<file path="src/rtl/seq_gen_pkg.sv">
// Shared state encoding and length helper for the sequence_gen serial transmitter.
package seq_gen_pkg;

  typedef enum logic [1:0] {
    ST_IDLE  = 2'b00,
    ST_SHIFT = 2'b01,
    ST_GAP   = 2'b10
  } seq_state_e;

  // Zero or over-long requests fall back to the full register width.
  function automatic int unsigned clamp_len(input int unsigned len, input int unsigned max_len);
    if ((len == 32'd0) || (len > max_len)) begin
      return max_len;
    end else begin
      return len;
    end
  endfunction

endpackage

</file>
<file path="src/rtl/seq_gen_shreg.sv">
// Loadable left shift register with a bit down-counter; msb is the bit on the line,
// last flags the final bit of the frame.
module seq_gen_shreg
  import seq_gen_pkg::*;
#(
  parameter int MAX_LEN = 8,
  parameter int LEN_W   = $clog2(MAX_LEN + 1)
) (
  input  logic               clk,
  input  logic               rst,
  input  logic               load,
  input  logic               shift,
  input  logic [MAX_LEN-1:0] load_data,
  input  logic [LEN_W-1:0]   load_len,
  output logic               msb,
  output logic               last,
  output logic [LEN_W-1:0]   count
);

  logic [MAX_LEN-1:0] r_data;
  logic [LEN_W-1:0]   r_cnt;

  // Load wins over shift; zeros fill from the right so msb idles low once drained.
  always_ff @(posedge clk or posedge rst) begin
    if (rst) begin
      r_data <= {MAX_LEN{1'b0}};
      r_cnt  <= {LEN_W{1'b0}};
    end else if (load) begin
      r_data <= load_data;
      r_cnt  <= load_len;
    end else if (shift) begin
      r_data <= {r_data[MAX_LEN-2:0], 1'b0};
      r_cnt  <= (r_cnt == {LEN_W{1'b0}}) ? r_cnt : (r_cnt - LEN_W'(1));
    end else begin
      r_data <= r_data;
      r_cnt  <= r_cnt;
    end
  end

  assign msb   = r_data[MAX_LEN-1];
  assign last  = (r_cnt == LEN_W'(1));
  assign count = r_cnt;

endmodule

</file>
<file path="src/rtl/sequence_gen.sv">
// Serial pattern transmitter: parallel pattern in over valid/ready, MSB-first bit stream out.
// Define SEQ_GEN_REPEAT_EN to add rep_en and frame replay from a shadow copy.
module sequence_gen
  import seq_gen_pkg::*;
#(
  parameter  int MAX_LEN = 8,
  parameter  int GAP     = 0,
  localparam int LEN_W   = $clog2(MAX_LEN + 1)
) (
  input  logic               clk,
  input  logic               rst,
  input  logic [MAX_LEN-1:0] pat_data,
  input  logic [LEN_W-1:0]   pat_len,
  input  logic               pat_valid,
  output logic               pat_ready,
  output logic               out,
  output logic               out_valid,
  output logic               done,
  output logic               busy
`ifdef SEQ_GEN_REPEAT_EN
  ,
  input  logic               rep_en
`endif
);

  localparam int                 GAP_W    = (GAP > 0) ? $clog2(GAP + 1) : 1;
  localparam logic [GAP_W-1:0]   GAP_LAST = GAP_W'((GAP > 0) ? (GAP - 1) : 0);
  localparam bit                 HAS_GAP  = (GAP > 0);
  localparam logic [LEN_W-1:0]   LEN_ONE  = LEN_W'(1);
  localparam logic [LEN_W-1:0]   LEN_TWO  = LEN_W'(2);
  localparam logic [LEN_W-1:0]   LEN_MAX  = LEN_W'(MAX_LEN);

  seq_state_e         r_state;
  logic               r_out_valid;
  logic               r_done;
  logic               r_busy;
  logic               r_pat_ready;
  logic               r_rep_pend;
  logic [GAP_W-1:0]   r_gap_cnt;

  logic [LEN_W-1:0]   w_clamp_len;
  logic [MAX_LEN-1:0] w_align_data;
  logic [MAX_LEN-1:0] w_rep_data;
  logic [LEN_W-1:0]   w_rep_len;
  logic               w_rep_en;
  logic               w_load;
  logic               w_shift;
  logic [MAX_LEN-1:0] w_ld_data;
  logic [LEN_W-1:0]   w_ld_len;
  logic               w_msb;
  logic               w_last;
  logic [LEN_W-1:0]   w_count;

  assign w_clamp_len  = LEN_W'(clamp_len(32'(pat_len), 32'(MAX_LEN)));
  // Left-align so bit pat_len-1 lands in the register MSB.
  assign w_align_data = pat_data << (LEN_MAX - w_clamp_len);

`ifdef SEQ_GEN_REPEAT_EN
  logic [MAX_LEN-1:0] r_shadow_data;
  logic [LEN_W-1:0]   r_shadow_len;

  // Shadow copy of the accepted frame, replayed while rep_en is held.
  always_ff @(posedge clk or posedge rst) begin
    if (rst) begin
      r_shadow_data <= {MAX_LEN{1'b0}};
      r_shadow_len  <= {LEN_W{1'b0}};
    end else if ((r_state == ST_IDLE) && pat_valid) begin
      r_shadow_data <= w_align_data;
      r_shadow_len  <= w_clamp_len;
    end else begin
      r_shadow_data <= r_shadow_data;
      r_shadow_len  <= r_shadow_len;
    end
  end

  assign w_rep_data = r_shadow_data;
  assign w_rep_len  = r_shadow_len;
  assign w_rep_en   = rep_en;
`else
  assign w_rep_data = {MAX_LEN{1'b0}};
  assign w_rep_len  = {LEN_W{1'b0}};
  assign w_rep_en   = 1'b0;
`endif

  // Shift-register load/shift control derived from the current state.
  always_comb begin
    w_load    = 1'b0;
    w_shift   = 1'b0;
    w_ld_data = w_align_data;
    w_ld_len  = w_clamp_len;
    case (r_state)
      ST_IDLE: begin
        if (pat_valid) begin
          w_load = 1'b1;
        end else begin
          w_load = 1'b0;
        end
      end
      ST_SHIFT: begin
        if (w_last && w_rep_en && !HAS_GAP) begin
          w_load    = 1'b1;
          w_ld_data = w_rep_data;
          w_ld_len  = w_rep_len;
        end else begin
          w_shift = 1'b1;
        end
      end
      ST_GAP: begin
        if ((r_gap_cnt == {GAP_W{1'b0}}) && r_rep_pend) begin
          w_load    = 1'b1;
          w_ld_data = w_rep_data;
          w_ld_len  = w_rep_len;
        end else begin
          w_load = 1'b0;
        end
      end
      default: begin
        w_load  = 1'b0;
        w_shift = 1'b0;
      end
    endcase
  end

  seq_gen_shreg #(
    .MAX_LEN (MAX_LEN),
    .LEN_W   (LEN_W)
  ) u_shreg (
    .clk       (clk),
    .rst       (rst),
    .load      (w_load),
    .shift     (w_shift),
    .load_data (w_ld_data),
    .load_len  (w_ld_len),
    .msb       (w_msb),
    .last      (w_last),
    .count     (w_count)
  );

  // Frame FSM; strobes are registered to describe the cycle after each edge.
  always_ff @(posedge clk or posedge rst) begin
    if (rst) begin
      r_state     <= ST_IDLE;
      r_out_valid <= 1'b0;
      r_done      <= 1'b0;
      r_busy      <= 1'b0;
      r_pat_ready <= 1'b1;
      r_rep_pend  <= 1'b0;
      r_gap_cnt   <= {GAP_W{1'b0}};
    end else begin
      case (r_state)
        ST_IDLE: begin
          if (pat_valid) begin
            r_state     <= ST_SHIFT;
            r_out_valid <= 1'b1;
            r_done      <= (w_clamp_len == LEN_ONE);
            r_busy      <= 1'b1;
            r_pat_ready <= 1'b0;
          end else begin
            r_state     <= ST_IDLE;
            r_out_valid <= 1'b0;
            r_done      <= 1'b0;
            r_busy      <= 1'b0;
            r_pat_ready <= 1'b1;
          end
        end
        ST_SHIFT: begin
          if (!w_last) begin
            r_state     <= ST_SHIFT;
            r_out_valid <= 1'b1;
            r_done      <= (w_count == LEN_TWO);
          end else if (w_rep_en && !HAS_GAP) begin
            r_state     <= ST_SHIFT;
            r_out_valid <= 1'b1;
            r_done      <= (w_rep_len == LEN_ONE);
          end else if (HAS_GAP) begin
            r_state     <= ST_GAP;
            r_out_valid <= 1'b0;
            r_done      <= 1'b0;
            r_gap_cnt   <= GAP_LAST;
            r_rep_pend  <= w_rep_en;
          end else begin
            r_state     <= ST_IDLE;
            r_out_valid <= 1'b0;
            r_done      <= 1'b0;
            r_busy      <= 1'b0;
            r_pat_ready <= 1'b1;
          end
        end
        ST_GAP: begin
          if (r_gap_cnt != {GAP_W{1'b0}}) begin
            r_gap_cnt <= r_gap_cnt - GAP_W'(1);
          end else if (r_rep_pend) begin
            r_state     <= ST_SHIFT;
            r_out_valid <= 1'b1;
            r_done      <= (w_rep_len == LEN_ONE);
            r_rep_pend  <= 1'b0;
          end else begin
            r_state     <= ST_IDLE;
            r_busy      <= 1'b0;
            r_pat_ready <= 1'b1;
          end
        end
        default: begin
          r_state     <= ST_IDLE;
          r_out_valid <= 1'b0;
          r_done      <= 1'b0;
          r_busy      <= 1'b0;
          r_pat_ready <= 1'b1;
          r_rep_pend  <= 1'b0;
          r_gap_cnt   <= {GAP_W{1'b0}};
        end
      endcase
    end
  end

  assign out       = w_msb;
  assign out_valid = r_out_valid;
  assign done      = r_done;
  assign busy      = r_busy;
  assign pat_ready = r_pat_ready;

endmodule

</file>
<file path="config.mk">
export PLATFORM = sky130hd
export DESIGN_NAME = sequence_gen
export DESIGN_NICKNAME = d
export VERILOG_FILES = /design/src/rtl/seq_gen_pkg.sv /design/src/rtl/seq_gen_shreg.sv /design/src/rtl/sequence_gen.sv
export SDC_FILE = /design/constraint.sdc
export NUM_CORES = 1
export LEC_CHECK = 0
export ABC_AREA = 1
export BUFFER_PORTS_ARGS = -buffer_cell sky130_fd_sc_hd__buf_2
export CAP_MARGIN = 20
export CORE_MARGIN = 2
export CORE_UTILIZATION = 50
export CTS_BUF_LIST = sky130_fd_sc_hd__clkbuf_2 sky130_fd_sc_hd__clkbuf_4 sky130_fd_sc_hd__clkbuf_8
export CTS_CLUSTER_DIAMETER = 80
export CTS_CLUSTER_SIZE = 30
export DETAILED_ROUTE_END_ITERATION = 8
export GPL_ROUTABILITY_DRIVEN = 0
export PLACE_DENSITY_LB_ADDON = 0.05
export REMOVE_ABC_BUFFERS = 1
export SLEW_MARGIN = 30
export SYNTH_ARGS = -nofsm -noshare
export SYNTH_HDL_FRONTEND = slang
export SYNTH_HIERARCHICAL = 1
export SYNTH_SLANG_ARGS = --single-unit
</file>
<file path="constraint.sdc">
create_clock -name clk -period 1.9 [get_ports clk]
set_clock_uncertainty 0.2 [all_clocks]
set_input_delay 0.38 -clock clk [delete_from_list [all_inputs] [get_ports clk]]
set_output_delay 0.38 -clock clk [all_outputs]
set_load 0.02 [all_outputs]
</file>
After elaboration in Yosys (flattened, before gate mapping)
Cells that the tools add are included.
{"block": "word_totals", "reg_bits": 20, "out_inout_bits": 5, "n_memories": 0, "ramBits": 0, "latch_bits": 0, "romBits": 0}
{"block": "classes", "n_div": 0, "addsub": 3, "eq_ne": 10, "magnitude_cmp": 1, "n_reduce_logical": 11, "n_mul": 0, "bitwise_logic": 2, "mux": 41, "shift": 1}
{"op": "$mux 8", "count": 4}
{"op": "$mux 4", "count": 6}
{"op": "$mux 1", "count": 22}
{"op": "$pmux 1 s3", "count": 4}
{"op": "$eq 4x1->1 const B", "count": 2}
{"op": "$logic_not 4->1", "count": 2}
{"op": "$ne 2x2->1 const B", "count": 4}
{"op": "$shl 8x4->8", "count": 1}
{"op": "$pmux 1 s2", "count": 3}
{"op": "$pmux 2 s3", "count": 1}
{"op": "$reduce_and 2->1", "count": 3}
{"op": "$eq 4x2->1 const B", "count": 1}
{"op": "$gt 4x4->1 const B", "count": 1}
{"op": "$sub 4x1->4 const B", "count": 1}
{"op": "$sub 4x4->4 const A", "count": 1}
{"op": "$reduce_and 3->1", "count": 1}
{"op": "$eq 2x1->1 const B", "count": 1}
{"op": "$eq 2x2->1 const B", "count": 1}
{"op": "$logic_not 2->1", "count": 1}
{"op": "$mux 2", "count": 1}
{"op": "$ne 2x1->1 const B", "count": 1}
{"op": "$not 1->1", "count": 2}
{"op": "$reduce_bool 2->1", "count": 1}
{"op": "$reduce_or 2->1", "count": 1}
{"op": "3 further kinds", "count": 3}

Depth between registers and ports, before layout
{"block": "depth", "word_depth": 8, "ltp_mapped": 15, "mapped_depth_nobuf": 13}

By module
Netlist, hierarchy kept.
{"module": "seq_gen_shreg", "seq_area_each_um2": 300.3, "instances": 1, "area_each_um2": 653.1, "cells_each": 84}
{"module": "sequence_gen", "seq_area_each_um2": 101.3, "instances": 1, "area_each_um2": 586.8, "cells_each": 98}

Worst setup path before layout
Ideal clock, no wire load.
{"block": "synth_path", "path_type": "input port to flip-flop", "start": "in pat_len[0]", "end": "reg u_shreg.r_data[5]", "t_arrival_ns": 1.991, "stages": 14, "required_time_ns": 1.573, "slack_ns": -0.418, "path_buffers": 2, "path_cell_list": "buf_6 > nor2_8 > nand2_2 > nand3_4 > inv_2 > ha_1 > clkbuf_1 > inv_1 > nand3_1 > nand3_1 > nand2_1 > inv_1 > o22ai_1 > a21oi_1"}
{"block": "synth_via", "elab_chain_len": 8, "elab_cells_between_ends": 9, "cone_classes": "add/sub (1); order compare (1); shift (1); mux (4); reduce/logical (2)"}
{"item": "start, declared", "line": "sequence_gen.sv:13", "rtl": "input logic [LEN_W-1:0] pat_len,"}
{"item": "$gt 4x4->1 or $logic_not 4->1 (tied branches)", "line": "seq_gen_pkg.sv:12", "rtl": "if ((len == 32'd0) || (len > max_len)) begin"}
{"item": "$logic_or 1x1->1", "line": "seq_gen_pkg.sv:12"}
{"item": "$mux 4 *", "line": "seq_gen_pkg.sv:12"}
{"item": "via w_clamp_len[0]", "line": "sequence_gen.sv:41", "rtl": "logic [LEN_W-1:0] w_clamp_len;"}
{"item": "$sub 4x4->4 *", "line": "sequence_gen.sv:56", "rtl": "assign w_align_data = pat_data << (LEN_MAX - w_clamp_len);"}
{"item": "$shl 8x4->8 *", "line": "sequence_gen.sv:56"}
{"item": "via w_align_data[5]", "line": "sequence_gen.sv:42", "rtl": "logic [MAX_LEN-1:0] w_align_data;"}
{"item": "$mux 8", "line": "sequence_gen.sv:109", "rtl": "if ((r_gap_cnt == {GAP_W{1'b0}}) && r_rep_pend) begin"}
{"item": "$mux 8 *"}
{"item": "$mux 8 *", "line": "seq_gen_shreg.sv:28", "rtl": "end else if (load) begin"}
{"item": "end signal, assigned", "line": "seq_gen_shreg.sv:26", "rtl": "r_data <= {MAX_LEN{1'b0}};"}
{"item": "end signal, assigned", "line": "seq_gen_shreg.sv:29", "rtl": "r_data <= load_data;"}
{"item": "end signal, assigned", "line": "seq_gen_shreg.sv:32", "rtl": "r_data <= {r_data[MAX_LEN-2:0], 1'b0};"}
{"item": "end, declared", "line": "seq_gen_shreg.sv:20", "rtl": "logic [MAX_LEN-1:0] r_data;"}
Mark *: on every way through the listed nets, which the timed path passes. The rest lies on a longest branch.
A chain may end at the register's enable or synchronous reset.

Worst setup path after layout
{"block": "layout_path", "start": "in pat_len[3]", "end": "reg u_shreg.r_data[5]"}
{"block": "layout_via", "elab_chain_len": 8, "elab_cells_between_ends": 9, "cone_classes": "add/sub (1); order compare (1); shift (1); mux (4); reduce/logical (2)"}
{"item": "$gt 4x4->1 or $logic_not 4->1 (tied branches)", "line": "seq_gen_pkg.sv:12"}
{"item": "$logic_or 1x1->1", "line": "seq_gen_pkg.sv:12"}
{"item": "$mux 4 *", "line": "seq_gen_pkg.sv:12"}
{"item": "$sub 4x4->4 *", "line": "sequence_gen.sv:56"}
{"item": "$shl 8x4->8 *", "line": "sequence_gen.sv:56"}
{"item": "via w_align_data[5]", "line": "sequence_gen.sv:42"}
{"item": "$mux 8", "line": "sequence_gen.sv:109"}
{"item": "$mux 8 *"}
{"item": "$mux 8 *", "line": "seq_gen_shreg.sv:28"}
Marked as above.

==> results.txt <==
Hpwl dp -> 2.20 mm
Via density -> 4.98
CP endpoint kind -> flip-flop
Initial antenna violation count -> 0
Max Cap Viol -> 0
Post-synth EDFFs -> 0
Final wirelength -> 2.77 mm
Worst-skew pair later-pin latency -> 0.29 ns
Die X -> 53.8 um
Starting Density -> 51.5%
Largest net degree at the start of global routing -> 13
VDD IR-drop max -> 355 uV
Reg2Reg Setup Slack -> 0.20 ns
Fraction of layout cells with a size suffix above 1 -> 28.1%
Slowest-stage cell, CP -> ha_1
RR Startpoint -> out_valid
Synth Cell Area -> 1240 um^2
Std cell rows -> 18
Root buf cell -> clkbuf_4
Hold Worst Slack -> 0.151 ns
Critical Path RT -> 1.88 ns
FF-to-FF path depth -> 8
Syn avg cell area -> 6.81 um^2
Post-route ant nets -> 0
Fill count -> 229
Final Cycle Share -> 94.0%
Htree depth -> 1
Most frequent cell on the critical path -> inv_1
Dpl cells -> 246
I/O Buffers -> 19
Setup violations, final -> 0
Worst Tran Pin Value -> 0.500 ns
Status -> completed
Reg2reg end -> u_shreg/r_data[4]
Area post-placement -> 1490 um^2
DRC Markers -> 0
Post-synth ARST share -> 100%
Nets@finish -> 242
Ordered cell list for the critical path -> buf_2 -> buf_4 -> inv_1 -> nand2_1 -> ha_1 -> xnor2_2 -> inv_1 -> nand3_1 -> nand2_1 -> inv_1 -> o22ai_2 -> a21oi_1
Ys flop type -> dfrtp_1
Non-filler cells in the finished layout -> 251
Mean routed wirelength per cell -> 11.0 um
Critical path class -> in2reg
Final WS setup -> 0.113 ns
Area Overhead vs Synth -> 25.2%
Final Max Slew Viols -> 0
Distinct cells, synth -> 29
# diodes -> 0
Die Y -> 53.8 um
Post-CTS setup buffer count -> 0
Max Clk Rate -> 560 MHz
Seq cells post-synth -> 16
Hold depth -> 3
Fin area -> 1550 um^2
Reg clk slew, reported paths -> 0.10 ns
Ys Warns -> 6
DRC marker count from the first detailed-route iteration -> 26
Die area -> 2890 um^2
Rel. slew slack -> 66.7%
Hold_sp -> pat_valid
CP max stage delay -> 0.26 ns
Place WS -> -0.208 ns
Num CTS Buffers -> 3
Minimum clock period -> 1.79 ns
Util after Layout -> 64.4%
Crit-path max FO -> 4
Tot GR Track Use -> 22.4%
Total Neg Setup Slack -> 0 ns
CORE AREA -> 2410 um^2
Vias in the first global route -> 1131
Total grt overflow -> 0
CTS max path bufs -> 2
Cells after synthesis -> 182
Lkg Pwr -> 0.885 nW
Worst Hold Class -> in2reg
Design Power -> 769 uW
Vias -> 1251
CP arrival -> 1.77 ns
First-pass GRT wire length -> 4.62 mm
Clock sink total -> 16
Final hold viol count -> 0
TritonCTS clock tree -> yes
TritonRoute pass-1 iters -> 4
PwrDens -> 495 nW/um^2
Hold Path Sink -> busy
Post-synthesis sequential area ratio -> 32.4%
# IOs -> 20
Crit start category -> input port
==> critical path, delay by kind of cell <==
kind                       cells  cell delay, ns
adders and majority gates      1            0.26
xor gates and xnor gates       1            0.16
buffers and inverters          5            0.48
AOI/OAI and AO/OA              2            0.19
and+or+nand+nor                3            0.29
==> cell usage in the layout, fill, tap and decap left out, drive strengths merged, types with 4 or more instances in the layout <==
cell	count
o21ai	5
inv	31
dfrtp	15
nand3	20
nor2	16
ha	5
clkbuf	4
nand4	6
nand2	69
buf	37
==> power by group <==
group | switching, mW | total [mW] | internal (mW)
Sequential | 0 | 0.340 | 0.340
Clock | 0.113 | 0.229 | 0.117
Combinational | 0.111 | 0.199 | 0.0882
Total | 0.223 | 0.769 | 0.545
==> kinds of logic after synthesis <==
group | share of synthesized area (%)
xor gates and xnor gates | 1.31
AOI/OAI and AO/OA | 6.66
buffers and inverters | 11.4
DFF | 32.4
and+or+nand+nor | 43.2
adders and majority gates | 5.05
==> repair_timing <==
action | CTS | global route
hold endpoints to repair | 16 | 0
resized for setup | 0 | 4
setup endpoints to repair | 0 | 2
hold buffers | 1 | 0
==> per-layer routing <==
metal / global-route usage (%) / vias up / wire, um
li1: - / 658 / -
met1: 26.7 / 570 / 1300
met2: 39.0 / 18 / 1360
met3: 4.17 / 5 / 65
met4: 8.97 / 0 / 42
met5: 0 / - / 0
==> Yosys cell counts, types with 2 or more instances <==
cell,count,area share [%]
nor2_1,13,3.9
o21ai_0,2,0.81
inv_1,28,8.5
a21oi_1,2,0.81
nand3_1,19,7.7
nand4_1,6,3.0
o21ai_1,3,1.2
dfrtp_1,15,30
inv_2,2,0.61
o221ai_1,2,1.4
o211ai_1,2,1.2
nand2_2,7,3.5
nand2_1,61,18
ha_1,5,5.0
==> how the worst max path moves through the flow <==
stage	startpoint	to	slack (ns)	cells after the start
after floorplan	pat_len[2]	u_shreg/r_data[5]	-0.18	12
after global placement	pat_len[0]	u_shreg/r_data[5]	-0.17	14
after detailed placement	pat_len[0]	u_shreg/r_data[5]	-0.21	14
after CTS	pat_len[0]	u_shreg/r_data[5]	0.11	14
after global routing	pat_len[3]	u_shreg/r_data[5]	-0.02	12
final	pat_len[3]	u_shreg/r_data[5]	0.11	12
==> registers in the layout, indices dropped and copies added (netlist names) <==
name	count
busy	1
out_valid	1
pat_ready	1
done	1
u_shreg/count	4
u_shreg/r_data	8
==> layout make-up <==
type | instances | area (um^2) | share of cell area [%]
multi-input combinational | 132 | 718 | 46.3
sequential | 16 | 402 | 25.9
timing repair buffer | 38 | 240 | 15.5
inverter | 31 | 119 | 7.66
tap | 30 | 37.5 | 2.42
clock buffer | 4 | 36.3 | 2.34
No activity file was read; power rests on OpenSTA's default activity.
